<file path="config.mk">
export PLATFORM = sky130hd
export DESIGN_NAME = exe_multdiv_unit
export DESIGN_NICKNAME = d
export VERILOG_FILES = /design/src/rtl/exe_multdiv_unit_pkg.sv /design/src/rtl/radix2_unsigned_divider.sv /design/src/rtl/exe_multdiv_unit.sv
export SDC_FILE = /design/constraint.sdc
export NUM_CORES = 2
export LEC_CHECK = 0
export ABC_AREA = 1
export CAP_MARGIN = 15
export CORE_MARGIN = 8
export CORE_UTILIZATION = 55
export DETAILED_ROUTE_END_ITERATION = 8
export GPL_TIMING_DRIVEN = 0
export MAX_ROUTING_LAYER = met4
export PLACE_DENSITY = 0.72
export SLEW_MARGIN = 20
export SYNTH_ARGS = -nofsm -noshare
export SYNTH_HDL_FRONTEND = slang
export SYNTH_SLANG_ARGS = --single-unit
</file>
<file path="constraint.sdc">
create_clock -name clk -period 16.3 [get_ports clk]
set_input_delay 4.075 -clock clk [delete_from_list [all_inputs] [get_ports clk]]
set_output_delay 4.075 -clock clk [all_outputs]
set_load 0.05 [all_outputs]
</file>
<file path="src/rtl/exe_multdiv_unit_pkg.sv">
// Shared constants for the EXE multiply/divide engine: state encoding,
// datapath widths and the exception cause codes used alongside it.
package exe_multdiv_unit_pkg;

  localparam int DATA_W     = 32;
  localparam int DIV_CYCLES = DATA_W;
  localparam int CNT_W      = 6;

  localparam logic [CNT_W-1:0] CNT_ONE = {{(CNT_W-1){1'b0}}, 1'b1};
  localparam logic [CNT_W-1:0] CNT_DIV = CNT_W'(DIV_CYCLES);

  typedef enum logic [2:0] {
    ST_IDLE = 3'd0,
    ST_MUL  = 3'd1,
    ST_DIV  = 3'd2,
    ST_FIX  = 3'd3,
    ST_DONE = 3'd4
  } md_state_e;

  localparam logic [4:0] EXC_INT  = 5'h00;
  localparam logic [4:0] EXC_ADEL = 5'h04;
  localparam logic [4:0] EXC_ADES = 5'h05;
  localparam logic [4:0] EXC_SYS  = 5'h08;
  localparam logic [4:0] EXC_BP   = 5'h09;
  localparam logic [4:0] EXC_RI   = 5'h0a;
  localparam logic [4:0] EXC_OV   = 5'h0c;

  // Two's-complement negate when neg is set; used for magnitudes and sign fix-up.
  function automatic logic [DATA_W-1:0] cond_neg(input logic [DATA_W-1:0] v, input logic neg);
    return neg ? (~v + {{(DATA_W-1){1'b0}}, 1'b1}) : v;
  endfunction

endpackage

</file>
<file path="src/rtl/radix2_unsigned_divider.sv">
// Sequential restoring divider: one quotient bit per cycle, MSB first.
// done is high during the last step; quotient/remainder are final the cycle after.
module radix2_unsigned_divider
  import exe_multdiv_unit_pkg::*;
(
  input  logic              clk,
  input  logic              resetn,
  input  logic              start,
  input  logic              abort,
  input  logic [DATA_W-1:0] dividend,
  input  logic [DATA_W-1:0] divisor,
  output logic              busy,
  output logic              done,
  output logic [DATA_W-1:0] quotient,
  output logic [DATA_W-1:0] remainder
);

  logic [DATA_W-1:0] rem_r;
  logic [DATA_W-1:0] quo_r;
  logic [DATA_W-1:0] dvsr_r;
  logic [CNT_W-1:0]  cnt_r;
  logic              busy_r;

  logic [DATA_W:0]   shifted_s;
  logic [DATA_W-1:0] diff_s;
  logic [DATA_W-1:0] rem_next_s;
  logic              q_bit_s;

  // Trial subtract of the 33-bit shifted partial remainder; restore on borrow.
  always_comb begin
    shifted_s  = {rem_r, quo_r[DATA_W-1]};
    diff_s     = shifted_s[DATA_W-1:0] - dvsr_r;
    q_bit_s    = 1'b0;
    rem_next_s = shifted_s[DATA_W-1:0];
    if (shifted_s >= {1'b0, dvsr_r}) begin
      q_bit_s    = 1'b1;
      rem_next_s = diff_s;
    end else begin
      q_bit_s    = 1'b0;
      rem_next_s = shifted_s[DATA_W-1:0];
    end
  end

  // Iteration registers; the quotient register doubles as the dividend shifter.
  always_ff @(posedge clk or negedge resetn) begin
    if (!resetn) begin
      rem_r  <= {DATA_W{1'b0}};
      quo_r  <= {DATA_W{1'b0}};
      dvsr_r <= {DATA_W{1'b0}};
      cnt_r  <= {CNT_W{1'b0}};
      busy_r <= 1'b0;
    end else if (abort) begin
      cnt_r  <= {CNT_W{1'b0}};
      busy_r <= 1'b0;
    end else if (start) begin
      rem_r  <= {DATA_W{1'b0}};
      quo_r  <= dividend;
      dvsr_r <= divisor;
      cnt_r  <= CNT_DIV;
      busy_r <= 1'b1;
    end else if (busy_r) begin
      rem_r  <= rem_next_s;
      quo_r  <= {quo_r[DATA_W-2:0], q_bit_s};
      cnt_r  <= cnt_r - CNT_ONE;
      busy_r <= (cnt_r != CNT_ONE);
    end else begin
      busy_r <= 1'b0;
    end
  end

  assign busy      = busy_r;
  assign done      = busy_r & (cnt_r == CNT_ONE);
  assign quotient  = quo_r;
  assign remainder = rem_r;

endmodule

</file>
<file path="src/rtl/exe_multdiv_unit.sv">
// EXE-stage multiply/divide engine producing HI/LO; stalls the pipeline
// while an operation is in flight and pulses o_done when the result lands.
module exe_multdiv_unit
  import exe_multdiv_unit_pkg::*;
#(
  parameter int MULT_CYCLES = 2
) (
  input  logic              clk,
  input  logic              resetn,
  input  logic              i_start,
  input  logic              i_is_div,
  input  logic              i_is_unsigned,
  input  logic [DATA_W-1:0] i_opr1,
  input  logic [DATA_W-1:0] i_opr2,
  input  logic              i_flush,
  output logic              o_stall,
  output logic              o_done,
  output logic [DATA_W-1:0] o_hi,
  output logic [DATA_W-1:0] o_lo
);

  md_state_e         state_r;
  logic [CNT_W-1:0]  cnt_r;
  logic [DATA_W-1:0] op_a_r;
  logic [DATA_W-1:0] op_b_r;
  logic              uns_r;
  logic              q_neg_r;
  logic              r_neg_r;
  logic [DATA_W-1:0] hi_r;
  logic [DATA_W-1:0] lo_r;
  logic              done_r;

  logic              accept_s;
  logic              sgn_a_s;
  logic              sgn_b_s;
  logic [DATA_W-1:0] mag_a_s;
  logic [DATA_W-1:0] mag_b_s;
  logic [2*DATA_W-1:0] prod_s;
  logic              div_busy_s;
  logic              div_done_s;
  logic [DATA_W-1:0] div_quo_s;
  logic [DATA_W-1:0] div_rem_s;

  assign accept_s = (state_r == ST_IDLE) & i_start & ~i_flush;
  assign sgn_a_s  = ~i_is_unsigned & i_opr1[DATA_W-1];
  assign sgn_b_s  = ~i_is_unsigned & i_opr2[DATA_W-1];
  assign mag_a_s  = cond_neg(i_opr1, sgn_a_s);
  assign mag_b_s  = cond_neg(i_opr2, sgn_b_s);

  // 33x33 signed/unsigned product; low 64 bits of the extended operands suffice.
  always_comb begin
    prod_s = {{DATA_W{~uns_r & op_a_r[DATA_W-1]}}, op_a_r} *
             {{DATA_W{~uns_r & op_b_r[DATA_W-1]}}, op_b_r};
  end

  radix2_unsigned_divider u_div (
    .clk       (clk),
    .resetn    (resetn),
    .start     (accept_s & i_is_div),
    .abort     (i_flush),
    .dividend  (mag_a_s),
    .divisor   (mag_b_s),
    .busy      (div_busy_s),
    .done      (div_done_s),
    .quotient  (div_quo_s),
    .remainder (div_rem_s)
  );

  // Control FSM with registered result and done pulse; flush overrides everything.
  always_ff @(posedge clk or negedge resetn) begin
    if (!resetn) begin
      state_r <= ST_IDLE;
      cnt_r   <= {CNT_W{1'b0}};
      op_a_r  <= {DATA_W{1'b0}};
      op_b_r  <= {DATA_W{1'b0}};
      uns_r   <= 1'b0;
      q_neg_r <= 1'b0;
      r_neg_r <= 1'b0;
      hi_r    <= {DATA_W{1'b0}};
      lo_r    <= {DATA_W{1'b0}};
      done_r  <= 1'b0;
    end else if (i_flush) begin
      state_r <= ST_IDLE;
      cnt_r   <= {CNT_W{1'b0}};
      done_r  <= 1'b0;
    end else begin
      done_r <= 1'b0;
      case (state_r)
        ST_IDLE: begin
          if (i_start) begin
            op_a_r  <= i_opr1;
            op_b_r  <= i_opr2;
            uns_r   <= i_is_unsigned;
            q_neg_r <= sgn_a_s ^ sgn_b_s;
            r_neg_r <= sgn_a_s;
            state_r <= i_is_div ? ST_DIV : ST_MUL;
            cnt_r   <= i_is_div ? CNT_DIV : CNT_W'(MULT_CYCLES);
          end else begin
            state_r <= ST_IDLE;
          end
        end
        ST_MUL: begin
          if (cnt_r == CNT_ONE) begin
            hi_r    <= prod_s[2*DATA_W-1:DATA_W];
            lo_r    <= prod_s[DATA_W-1:0];
            done_r  <= 1'b1;
            state_r <= ST_DONE;
          end else begin
            cnt_r <= cnt_r - CNT_ONE;
          end
        end
        ST_DIV: begin
          cnt_r <= cnt_r - CNT_ONE;
          if (div_done_s || !div_busy_s) begin
            state_r <= ST_FIX;
          end else begin
            state_r <= ST_DIV;
          end
        end
        ST_FIX: begin
          hi_r    <= cond_neg(div_rem_s, r_neg_r);
          lo_r    <= cond_neg(div_quo_s, q_neg_r);
          done_r  <= 1'b1;
          state_r <= ST_DONE;
        end
        ST_DONE: begin
          state_r <= ST_IDLE;
        end
        default: begin
          state_r <= ST_IDLE;
        end
      endcase
    end
  end

  assign o_stall = resetn & ~i_flush &
                   (((state_r == ST_IDLE) & i_start) |
                    (state_r == ST_MUL) | (state_r == ST_DIV) | (state_r == ST_FIX));
  assign o_done  = done_r;
  assign o_hi    = hi_r;
  assign o_lo    = lo_r;

endmodule

</file>
**Word-level counts from Yosys, hierarchy flattened**

Index checks and enable logic that the tools add are counted.

- Flip-flop bits (word level): 244
- Latch bits: 0
- RAM bits: 0
- Bits in read-only memories: 0
- Bits of input ports: 70
- Output and inout bits: 66
- Word-level logic and storage cells: 101
- Memories kept: 0

- Add/sub/neg operators: 7
- Multipliers: 1
- Divide/modulo/power cells: 0
- $lt $le $gt $ge: 1
- Equal/unequal tests: 10
- Shift-type cells: 0
- Muxes and demuxes: 34
- Bitwise operators: 21
- Reduce and logical (&&, ||, !) cells: 12

Operator list:

| cell | count |
|---|---|
| 32-bit two-way mux | 11 |
| 32-bit by 1-bit adder with 32-bit output, second input constant | 4 |
| 32-bit inverter | 4 |
| 32-bit one-hot mux with 2 select lines | 2 |
| 33-bit by 33-bit multiplier with 64-bit output | 1 |
| 6-bit two-way mux | 7 |
| 33-bit by 32-bit >= comparator with 1-bit output | 1 |
| 32-bit subtractor | 1 |
| 6-bit one-hot mux with 3 select lines | 1 |
| 6-bit by 1-bit == test with 1-bit output, second input constant | 2 |
| 3-bit one-hot mux with 4 select lines | 1 |
| 6-bit by 1-bit subtractor with 6-bit output, second input constant | 2 |
| 1-bit AND | 10 |
| 3-bit inequality test, second input constant | 3 |
| 3-bit AND reduction | 3 |
| 1-bit two-way mux | 7 |
| 3-bit by 2-bit == test with 1-bit output, second input constant | 2 |
| 3-bit two-way mux | 2 |
| 6-bit by 1-bit inequality test with 1-bit output, second input constant | 1 |
| 2-bit two-way mux | 2 |
| 2-bit AND reduction | 2 |
| 2-bit nonzero test | 2 |
| 4-bit nonzero test | 1 |
| 3-bit by 1-bit == test with 1-bit output, second input constant | 1 |
| 9 further kinds | 13 |

**Longest topological paths before layout**

- Word-level depth: 6
- Mapped depth: 35
- Mapped depth without buffers: 33

**Cells and area by module**

Synthesis repeated with hierarchy kept, for this count alone.

- Cells, all modules: 7553
- Area, all modules: 56614.3 um^2

Modules (own cells, without submodules):

| module | instances | cells each | area an instance (um^2) | seq. area each (um^2) |
|---|---|---|---|---|
| exe_multdiv_unit | 1 | 6450 | 49210.9 | 3528.4 |
| radix2_unsigned_divider | 1 | 1103 | 7403.4 | 2577.5 |

**Least setup slack after synthesis**

Ideal clock, no wire load.

- Path type: in2out
- Start point: input port i_flush
- End point: output port o_stall
- Arrival: 5.259 ns
- Required time: 12.225 ns
- Setup slack: 6.966 ns
- Stages on the path: 4
- Buffers on the path: 1
- Path through: clkbuf_1 -> inv_1 -> nand2_1 -> a31oi_1

- Cells in the longest elaborated chain, start to end: 3

RTL lines:

| what | line | source |
|---|---|---|
| from (decl) | exe_multdiv_unit.sv:15 | `input logic i_flush,` |
| 1-bit inverter (no source line) | -- |  |
| 1-bit AND (2 in a row) | exe_multdiv_unit.sv:136 | `assign o_stall = resetn & ~i_flush &` |
| to (decl) | exe_multdiv_unit.sv:16 | `output logic o_stall,` |

Every way passes these cells.

**Worst setup path in the final report**

- Start point: input port resetn
- End point: output port o_stall

- Cells in the longest elaborated chain, start to end: 2

RTL lines:

| what | line | source |
|---|---|---|
| from (decl) | exe_multdiv_unit.sv:9 | `input logic resetn,` |
| 1-bit AND (2 in a row) | exe_multdiv_unit.sv:136 |  |

Every way passes these cells.

==> results.txt <==
- Beginning of the worst hold path: u_div.quotient[1]$_DFFE_PN0P_
* Bufs on Longest Clock Path: 3
- Number of levels in the clock H-tree: 1
* Unrepaired setup endpoints after global routing: false
* Via count of the first global-routing pass: between 50,000 and 60,000
- The detailed router finished its first iteration with 5,941 violations.
* Clk slew on worst S/H paths: 0.06 ns
- After floorplanning, the core was sized to cover about 0.10 mm^2.
- The number of antenna violations at the first check in global routing came to 16.
- STA classifies the critical path startpoint as an input port.
- Achievable Freq: 100 MHz
- Relative max-transition margin: 12.4%
- At the end of the flow, the number of nets in the layout was 9,048.
- Of the cells placed in the final design, the portion with a size suffix greater than 1 is 1.92%.
- Most frequently used flop master after synthesis: sky130_fd_sc_hd__dfrtp_1
* Post-cts hold buffer count: 0
- Status: complete, no violations
* Number of warning messages in the yosys log: 0
- WP data required: 12.23 ns
* Top-level port count: 136
* GRT Util Overall: a little over two fifths
- Final worst path period share: about three fifths
* Sinks on Clock Net: 244
- The worst register-to-register path begins at op_a_r[31]$_DFFE_PN0P_.
- Synth Cell Area: 0.0558 mm^2
- The floorplan step set the die height to 335 um.
* Slew at the pin closest to its max-slew limit: 1.31 ns
- After detailed routing, the number of remaining DRC violations is 0.
- Overall routed net length: 231 mm
- CP cell instances: buf_8 > buf_16 > nand2_1 > a31oi_1 > clkdlybuf4s50_1
- Post-CTS timing repair inserted 0 buffers for setup.
- Area overhead of the layout relative to synthesis: 7.65%
* Root buf cell: sky130_fd_sc_hd__clkbuf_16
- Together, buffers and inverters on the worst path number 3.
- The later pin in the worst-skew pair is clocked with a latency of ~0.6 ns.
- Initial Util: a little under three fifths
* Commonest non-fill, non-tap cell in the layout: sky130_fd_sc_hd__nand2_1
- Number of register bits inferred by synthesis: 244
* Gate count of the mapped netlist: 7,433
- The final route contains 51,200 vias.
- Counting I/O delays and the setup requirement, the final critical path takes 9.97 ns.
* Number of filler cells placed in the layout: between 9,000 and 10,000
* Number of hold-slack violations in the final timing report: 0
- The kind of cell with the highest combined delay along the critical path is buffers and inverters.
* Crit path capture type: primary output
- Before antenna repair, the detailed router went through 9 iterations.
- The critical path runs through a total of 5 cells.
- Number of flops mapped to enable cells by yosys: 0
- Global routing finished with a remaining overflow of 0.
- Final setup violation count: 0
* Remaining number of nets flagged by the antenna check after routing: 0
- Setup slack on the worst reg-to-reg path comes out at 6.60 ns.
* Crit path largest cell delay: 0.83 ns
* Path type of the worst min-delay path: reg2reg
- The critical path in this run is classified as in2out.
* Clk_skew: just over 0.02 ns
- Post_cts resized: 0
- Detailed-placement wirelength estimate: roughly 200 mm
- Syn_nets: just under 9,000
* Wire length of the first global-routing pass: 340 mm
* Via/cell ratio: approximately 5.7
- The die covers 0.112 mm^2.
* Async set or reset register ratio after synthesis: 100%
- Worst setup path startpoint: resetn
* Max-cap viol count: 0
- Along the worst path, the maximum fanout reaches 78.
- Data on the critical path arrives at its endpoint at 5.89 ns.
- Most frequent cells in the layout: 1,985 x sky130_fd_sc_hd__nand2_1, 1,894 x sky130_fd_sc_hd__inv_1, 1,125 x sky130_fd_sc_hd__fa_1
- Maximum number of pins on one net before global-route repair: 79
* Num CTS Buffers: 28
* Per-instance average area after synthesis: 7.51 um^2
- Endpoint of the worst-slack reg-to-reg timing path: o_hi[23]$_DFFE_PN0P_
* Global placement routability congestion: around 1.1
- TritonCTS clock tree: yes
- In this run the horizontal extent of the chip is 335 um.
* Setup TNS Final: 0 ns
* Worst setup path endpoint: o_stall
* Row Count: 117
* Share of the yosys chip area belonging to registers: 10.9%
* Critical-path cell with the highest stage delay: sky130_fd_sc_hd__clkdlybuf4s50_1
- In this run, distinct cell masters in the synthesized netlist total 48.
* Avg WL per Cell: about 26 um
- The worst register-to-register path has a depth of 27.
* Port-buffer cells: 134
- The max-slew violation total from the final report was 0.
[worst min-delay path, stage by stage (launching register included)]
cell	delay, ns
sky130_fd_sc_hd__dfrtp_1	0.35
sky130_fd_sc_hd__nand2_1	0.05
sky130_fd_sc_hd__o21ai_0	0.06
[stage by stage]
step / util [%] / instances / cell area, um^2 / worst slack [ns] / hold WS [ns]
5_1_grt: 59.4 / 9012 / 60000 / 6.11 / 0.513
6_report: 59.4 / 9024 / 60100 / 6.33 / 0.488
4_1_cts: 59.3 / 8989 / 60000 / 6.26 / 0.490
2_1_floorplan: - / 7433 / 55800 / 6.97 / 0.449
3_5_place_dp: 58.3 / 8938 / 59000 / 6.25 / 0.472
3_3_place_gp: 58.2 / 8935 / 58900 / -2.24 / 0.465
[cells by family (layout without fill, tap and decap cells)]
group / after synthesis / in the layout / share of synthesized area, %
buffers and inverters: 2253 / 2441 / 15.3
DFF: 244 / 244 / 10.9
and+or+nand+nor: 2837 / 2837 / 20.4
xor gates and xnor gates: 65 / 65 / 1.02
other: 0 / 35 / 0
AOI/OAI and AO/OA: 656 / 656 / 6.35
adders and majority gates: 1378 / 1378 / 46.0
[Yosys cell counts (5+ instances only)]
| cell | number | share of area (%) |
|---|---|---|
| sky130_fd_sc_hd__a21o_1 | 6 | 0.081 |
| sky130_fd_sc_hd__a21oi_1 | 247 | 2.2 |
| sky130_fd_sc_hd__a31oi_1 | 31 | 0.35 |
| sky130_fd_sc_hd__buf_1 | 11 | 0.074 |
| sky130_fd_sc_hd__buf_2 | 24 | 0.22 |
| sky130_fd_sc_hd__clkbuf_1 | 314 | 2.1 |
| sky130_fd_sc_hd__dfrtp_1 | 244 | 11 |
| sky130_fd_sc_hd__fa_1 | 1126 | 40 |
| sky130_fd_sc_hd__ha_1 | 252 | 5.6 |
| sky130_fd_sc_hd__inv_1 | 1894 | 13 |
| sky130_fd_sc_hd__inv_2 | 5 | 0.034 |
| sky130_fd_sc_hd__nand2_1 | 1985 | 13 |
| sky130_fd_sc_hd__nand3_1 | 289 | 2.6 |
| sky130_fd_sc_hd__nand3b_1 | 12 | 0.16 |
| sky130_fd_sc_hd__nand4_1 | 44 | 0.49 |
| sky130_fd_sc_hd__nor2_1 | 418 | 2.8 |
| sky130_fd_sc_hd__nor2_2 | 8 | 0.090 |
| sky130_fd_sc_hd__nor3_1 | 37 | 0.33 |
| sky130_fd_sc_hd__nor4_1 | 8 | 0.090 |
| sky130_fd_sc_hd__o211ai_1 | 20 | 0.27 |
| sky130_fd_sc_hd__o21a_1 | 6 | 0.081 |
| sky130_fd_sc_hd__o21ai_0 | 284 | 2.5 |
| sky130_fd_sc_hd__o21ai_1 | 13 | 0.12 |
| sky130_fd_sc_hd__o21bai_1 | 24 | 0.32 |
| sky130_fd_sc_hd__o221ai_1 | 9 | 0.14 |
| sky130_fd_sc_hd__or2_2 | 21 | 0.24 |
| sky130_fd_sc_hd__xnor2_1 | 17 | 0.27 |
| sky130_fd_sc_hd__xor2_1 | 48 | 0.75 |
[worst min-delay path by stage]
stage	to	slack, ns	depth (start not counted)
3_5_place_dp	o_lo[24]$_DFFE_PN0P_	0.47	2
6_report	u_div.quotient[1]$_DFFE_PN0P_	0.49	2
2_1_floorplan	u_div.dvsr_r[26]$_DFFE_PN0P_	0.45	2
5_1_grt	u_div.dvsr_r[9]$_DFFE_PN0P_	0.51	2
4_1_cts	u_div.quotient[1]$_DFFE_PN0P_	0.49	2
3_3_place_gp	u_div.dvsr_r[26]$_DFFE_PN0P_	0.47	2
[state kept, by name, summed over array words and instances, names as in the netlist, 3 cells and up]
name,flops
u_div.remainder,32
state_r,3
u_div.dvsr_r,32
cnt_r,6
o_hi,32
op_b_r,32
u_div.quotient,32
o_lo,32
op_a_r,32
u_div.cnt_r,6
[metal layers]
metal | GRT usage [%] | vias to the layer above | wire length, um
met5 | - | - | 0
met4 | 22.0 | 0 | 15700
met3 | 13.2 | 645 | 29300
met2 | 60.9 | 3170 | 97600
met1 | 54.6 | 25300 | 88700
li1 | - | 22000 | -
[final cells by class]
class                           instances  area (um^2)  share of cell area [%]
Multi-Input combinational cell       4936        41200                    68.6
Inverter                             1900         7130                    11.9
Sequential cell                       244         6110                    10.2
Tap cell                             1368         1710                    2.85
Timing Repair Buffer                  137         1430                    2.38
Buffer                                353         1400                    2.33
Clock buffer                           37          806                    1.34
Clock inverter                         14          210                   0.350
Antenna cell                           35         87.6                   0.146
Power is not shown: default switching activity piles up to over one toggle a cycle in this logic, so the estimate is an artifact.
